File: src/rtl/al_bky_cfg_fetch.sv
// Fetches NWORDS shift-pattern words over a req/ack read port and strobes each into the Buckeye load FIFO.
// Latency: START -> RD_REQ next cycle; at least 4 cycles per word (REQ, WAIT_ACK, PUSH, NEXT).
// Backpressure: FIFO_FULL holds the FSM in REQ with RD_REQ low; a missing RD_ACK times out into TMO_ERR.
module al_bky_cfg_fetch #(
    parameter int NWORDS  = 54,
    parameter int AW      = 23,
    parameter int TMO_CYC = 255
) (
    input  logic          CLK40,
    input  logic          RST_N,
    input  logic          START,
    input  logic          ABORT,
    input  logic [AW-1:0] BASE_ADDR,
    input  logic          FIFO_FULL,
    output logic          RD_REQ,
    output logic [AW-1:0] RD_ADDR,
    input  logic          RD_ACK,
    input  logic [15:0]   RD_DATA,
    output logic [15:0]   BPI_AL_REG,
    output logic          CAPTURE,
    output logic          BUSY,
    output logic          DONE,
    output logic          TMO_ERR,
    output logic [15:0]   CHKSUM,
    output logic [9:0]    WORD_CNT,
    output logic [2:0]    FETCH_STATE
);

    typedef enum logic [2:0] {
        IDLE     = 3'd0,
        REQ      = 3'd1,
        WAIT_ACK = 3'd2,
        PUSH     = 3'd3,
        NEXT     = 3'd4,
        FIN      = 3'd5,
        ERR      = 3'd6
    } state_t;

    localparam logic [9:0] NWORDS_L = 10'(NWORDS);
    localparam logic [7:0] TMO_LAST = 8'(TMO_CYC - 1);

    state_t          state;
    logic [AW-1:0]   base_addr;
    logic [7:0]      timer;

    assign RD_REQ      = (state == REQ) && !FIFO_FULL;
    assign CAPTURE     = (state == PUSH);
    assign BUSY        = (state != IDLE);
    assign FETCH_STATE = state;

    always_ff @(posedge CLK40 or negedge RST_N) begin
        if (!RST_N) begin
            state      <= IDLE;
            base_addr  <= '0;
            RD_ADDR    <= '0;
            BPI_AL_REG <= '0;
            DONE       <= 1'b0;
            TMO_ERR    <= 1'b0;
            CHKSUM     <= '0;
            WORD_CNT   <= '0;
            timer      <= '0;
        end else if (ABORT && state != IDLE) begin
            // Abort drops any in-flight word; counters and checksum keep their partial values.
            state <= IDLE;
        end else begin
            case (state)
                IDLE: begin
                    if (START) begin
                        state     <= REQ;
                        base_addr <= BASE_ADDR;
                        RD_ADDR   <= BASE_ADDR;
                        WORD_CNT  <= '0;
                        CHKSUM    <= '0;
                        DONE      <= 1'b0;
                        TMO_ERR   <= 1'b0;
                        timer     <= '0;
                    end
                end
                REQ: begin
                    if (!FIFO_FULL) state <= WAIT_ACK;
                end
                WAIT_ACK: begin
                    timer <= timer + 8'd1;
                    if (RD_ACK) begin
                        state      <= PUSH;
                        BPI_AL_REG <= RD_DATA;
                    end else if (timer == TMO_LAST) begin
                        state <= ERR;
                    end
                end
                PUSH: begin
                    CHKSUM   <= CHKSUM + BPI_AL_REG;
                    WORD_CNT <= WORD_CNT + 10'd1;
                    // Next word address computed here so RD_ADDR is already valid in REQ.
                    RD_ADDR  <= base_addr + AW'(WORD_CNT) + AW'(1);
                    timer    <= '0;
                    state    <= NEXT;
                end
                NEXT: begin
                    state <= (WORD_CNT == NWORDS_L) ? FIN : REQ;
                end
                FIN: begin
                    DONE  <= 1'b1;
                    state <= IDLE;
                end
                ERR: begin
                    TMO_ERR <= 1'b1;
                    state   <= IDLE;
                end
                default: state <= IDLE;
            endcase
        end
    end

endmodule
File: config.mk
export PLATFORM = sky130hd
export DESIGN_NAME = al_bky_cfg_fetch
export DESIGN_NICKNAME = d
export VERILOG_FILES = /design/src/rtl/al_bky_cfg_fetch.sv
export SDC_FILE = /design/constraint.sdc
export NUM_CORES = 1
export LEC_CHECK = 0
export CAP_MARGIN = 20
export CELL_PAD_IN_SITES_DETAIL_PLACEMENT = 1
export CELL_PAD_IN_SITES_GLOBAL_PLACEMENT = 2
export CORE_ASPECT_RATIO = 0.75
export CORE_UTILIZATION = 31
export CTS_CLUSTER_SIZE = 25
export DETAILED_ROUTE_END_ITERATION = 6
export HOLD_SLACK_MARGIN = 0.06
export PLACE_DENSITY_LB_ADDON = 0.25
export SLEW_MARGIN = 20
export SYNTH_ARGS = -nofsm -noshare
export SYNTH_HDL_FRONTEND = slang
export SYNTH_SLANG_ARGS = --single-unit
File: constraint.sdc
create_clock -name CLK40 -period 2.9 [get_ports CLK40]
set_input_delay 0.58 -clock CLK40 [delete_from_list [all_inputs] [get_ports CLK40]]
set_output_delay 0.58 -clock CLK40 [all_outputs]
set_load 0.02 [all_outputs]
# After elaboration in Yosys (flattened, before gate mapping)
# Cells that the tools add are included.
# totals
ff_bits	101
inputBits	45
out_inout_bits	73
wordCells	61
# classes
addsub	5
eq_ne	12
n_mux	18
bitwise	1
reduce_logical	16
# ops
cell	count
23-bit one-hot mux with 2 select lines	1
16-bit one-hot mux with 2 select lines	1
8-bit one-hot mux with 3 select lines	1
23-bit by 1-bit adder with 23-bit output, second input constant	1
23-bit by 10-bit adder with 23-bit output	1
23-bit 2-to-1 mux	1
3-bit AND reduction	7
10-bit one-hot mux with 2 select lines	1
3-bit 2-to-1 mux	6
16-bit adder	1
16-bit 2-to-1 mux	1
3-bit one-hot mux with 5 select lines	1
10-bit by 1-bit adder with 10-bit output, second input constant	1
10-bit by 6-bit == test with 1-bit output, second input constant	1
10-bit 2-to-1 mux	1
3-bit == test, second input constant	3
8-bit by 1-bit adder with 8-bit output, second input constant	1
8-bit == test, second input constant	1
8-bit 2-to-1 mux	1
3-bit by 2-bit == test with 1-bit output, second input constant	2
2-bit nonzero test	3
3-bit nonzero test	2
4-bit != test, second input constant	1
1-bit one-hot mux with 2 select lines	2
9 further kinds	10

# Longest topological paths before layout
# logic_depth
ltp_word	5
mapped_depth	10
ltp_nobuf	10

# Worst setup path before layout
# Ideal clock, no wire load.
# synth_timing
path_type	register to register
start	reg BPI_AL_REG[0]
end	reg CHKSUM[14]
setup_time_ps	123
t_arrival_ps	2341
required_ps	2777
path_slack_ps	436
stages_incl_launch_ff	10
path_buffers	0
synth_period_minus_slack_ps	2464
path_cell_list	dfrtp_1 ha_1 fa_1 a21o_1 a311o_1 a221oi_2 a21oi_1 nor2_1 xor2_1 o21ai_1
# synth_between
elab_chain_len	2
# synth_lines
item	line	source
from (decl)	19	output logic [15:0] BPI_AL_REG,
from (signal assigned)	56	BPI_AL_REG <= '0;
from (signal assigned)	86	BPI_AL_REG <= RD_DATA;
16-bit adder	92	CHKSUM <= CHKSUM + BPI_AL_REG;
16-bit one-hot mux with 2 select lines	66	case (state)
to (signal assigned)	92	
to (decl)	24	output logic [15:0] CHKSUM,
# Every way passes these cells.
# A chain may end at the register's enable or synchronous reset.

# Final worst setup path
# Ends and elaborated chain as after synthesis.

==> flow_metrics.tcl <==
set metrics [dict create \
    port_buffers 117 \
    area_growth_pct 32.1 \
    synthesis.instances 601 \
    gp_congestion 0.840 \
    drt_first_pass_iters 4 \
    die_h_um 119 \
    synth_flop_cell "dfrtp_1" \
    synth_area_um2 5650 \
    postRouteAntennaNets 0 \
    fin_crit_sh 0.933 \
    drv_slew 0 \
    clk_pin_slew_ps 70 \
    vdd_drop_max_v 0.000334 \
    final_area_um2 7470 \
    clock-sinks 101 \
    post-dp-hpwl_um 12700 \
    synth-async-reset-ratio 1.00 \
    drtIter0Drc 216 \
    wl_per_cell_um 17.8 \
    ys_ff_latch 101 \
    worstSetupPathType "register to register" \
    routed_wl_um 17300 \
    drcViolationCount 0 \
    grt.total_usage 0.195 \
    syn-num-nets 677 \
    cts_tree "built" \
    post_synth_num_cell_types 59 \
    end_kind "register" \
    diodes 0 \
    tns_ps 0 \
    synth_top_area_frac 0.447 \
    via_per_inst 5.10 \
    fmax_mhz 370 \
    yosysWarningCount 0 \
    grt_max_degree 42 \
    cts_buffers 9 \
    powerDensity_nw_per_um2 889 \
    initial_utilization 0.318 \
    io_pins 118 \
    synth_area_leaders "dfrtp_1, nand2_1, ha_1, o21ai_0, a21oi_1" \
    cp_max_fo 3 \
    overflow 0 \
    synth_top_area_cell "dfrtp_1" \
    drive_gt1_frac 0.0882 \
    htree_num_levels 3 \
    drv_cap 0 \
    clockRootBuffer "clkbuf_16" \
    cp-start-kind "register" \
    min_period_ps 2710 \
    arrival_ps 2940 \
    clock_latency_ps 360 \
    die_w_um 158 \
    coreArea_um2 17800 \
    grt_pass1_vias 5290 \
    finalSetupViolCount 0 \
    row_count 42 \
    rsz0062_at_grt "false" \
    hp-class "primary input to asynchronous set/reset pin" \
    vias 4933 \
    final_nets 798 \
    grt_pass1_wl_um 28400 \
    place_area_um2 7130 \
    cp.required_ps 3140 \
    die-area_um2 18800 \
    maxSlewHeadroom 0.655 \
    tightest_slew_ps 517 \
    clock_skew_ps 7.70 \
    yosysSeqAreaShare 0.447 \
    syn_area_per_cell_um2 9.40 \
    cts.repair.resized 0 \
    status "finished, final reports clean" \
    p_leak_nw 3.29 \
    reg2regPathDepth 9 \
    antenna_found_initial 0 \
    hold_viol_final 0 \
    clockBufferDepth 2 \
    synth_edf_count 0 \
]
## power by group
group / switching [W] / total (W) / internal [W]
Sequential: 0.000433 / 0.00231 / 0.00187
Combinational: 0.00165 / 0.00298 / 0.00134
Clock: 0.000566 / 0.00135 / 0.000779
Total: 0.00265 / 0.00664 / 0.00399
## cell usage in the layout, fill, tap and decap left out, types with 2 or more instances in the layout
master,synthesis,routed
dfrtp_1,101,101
xnor2_1,17,17
nand2b_1,2,2
nor4_1,2,2
nor2_1,30,30
nor3b_2,2,2
a21o_1,7,7
a22oi_1,7,7
clkdlybuf4s50_1,0,116
bufinv_16,0,2
nor4b_1,2,2
a21boi_0,2,2
o21ai_1,3,3
a211oi_1,4,4
nor3_1,14,13
nand2_1,116,116
inv_1,12,12
ha_1,29,29
o31a_1,2,2
a21oi_1,34,34
o21ai_0,59,59
and3_1,8,8
nor2b_1,3,3
buf_4,1,19
clkinv_4,0,2
o31ai_1,5,5
mux2_2,7,7
clkbuf_16,0,9
xor2_1,19,19
o211ai_1,9,9
a22o_1,3,3
or3_1,4,4
o21a_1,8,8
fa_1,2,2
nand4_1,8,8
a31oi_1,5,5
mux2_4,9,9
nand3_1,19,19
## metal layers
metal  wire length [um]  track usage  up-vias
li1                   -            -     2370
met1               8540        0.265     2466
met2               7930        0.316       78
met3                560       0.0371       19
met4                233       0.0540        0
met5                  0            0        -
## worst paths after layout
path	slack [ps]	start	end
worst max-delay path	190	BPI_AL_REG[0]$_DFFE_PN0P_	CHKSUM[14]$_DFFE_PN0P_
worst min-delay path	140	RST_N	RD_ADDR[12]$_DFFE_PN0P_
worst max register to register	190	BPI_AL_REG[0]$_DFFE_PN0P_	CHKSUM[14]$_DFFE_PN0P_
worst min register to register	480	RD_ADDR[4]$_DFFE_PN0P_	RD_ADDR[4]$_DFFE_PN0P_
max in group asynchronous	2080	RST_N	CHKSUM[12]$_DFFE_PN0P_
min in group CLK40	480	RD_ADDR[4]$_DFFE_PN0P_	RD_ADDR[4]$_DFFE_PN0P_
## Yosys cell counts, types with 5 or more instances
master	n
o211ai_1	9
dfrtp_1	101
xor2_1	19
nand3_1	19
mux2_2	7
a21oi_1	34
o21a_1	8
a21o_1	7
buf_2	7
a22oi_1	7
and3_1	8
nand2_1	116
a31oi_1	5
nor2_1	30
inv_1	12
o31ai_1	5
o21ai_0	59
nand4_1	8
xnor2_1	17
mux2_4	9
clkbuf_1	13
nor3_1	14
ha_1	29
## registers in the layout, indices dropped and copies added (netlist names)
signal	flops
FETCH_STATE	3
CHKSUM	16
TMO_ERR	1
timer	8
base_addr	23
DONE	1
RD_ADDR	23
WORD_CNT	10
BPI_AL_REG	16
## worst max-delay path: stages, from the launching register on
cell      delay, ps
dfrtp_1         410
ha_1            240
fa_1            410
a21o_1          220
a311o_1         370
a221oi_2        440
a21oi_1         120
nor2_1          130
xor2_1          160
o21ai_1          80
## through the flow
step	utilization	hold slack [ps]	power [W]	std cells	setup WS (ps)
floorplan	-	284	0.00404	601	436
global placement	0.401	466	0.00524	951	317
detailed placement	0.401	474	0.00532	951	186
CTS	0.420	146	0.00671	966	165
global route	0.420	165	0.00708	968	9.23
finish	0.420	139	0.00664	968	194
## final cells by class
type | count | area [um2]
clock buffers | 10 | 239
clock inverters | 5 | 85.1
fillers | 2072 | 10300
inverters | 13 | 48.8
multi-input cells | 461 | 2940
flip-flops and latches | 101 | 2530
well taps | 242 | 303
repair buffers | 136 | 1320
## kinds of logic after synthesis
group	share of synthesized area
AND/OR/NAND/NOR	0.172
flip-flops	0.447
buffers and inverters	0.0334
XOR/XNOR	0.0558
adder cells (fa/ha/maj)	0.0713
AO/OA/AOI/OAI	0.181
multiplexers	0.0396
## timing repair
action,4_1_cts,5_1_grt
buffers inserted,0,2
setup endpoints to repair,0,2
hold buffers,0,0
(Power assumes the default switching activity.)
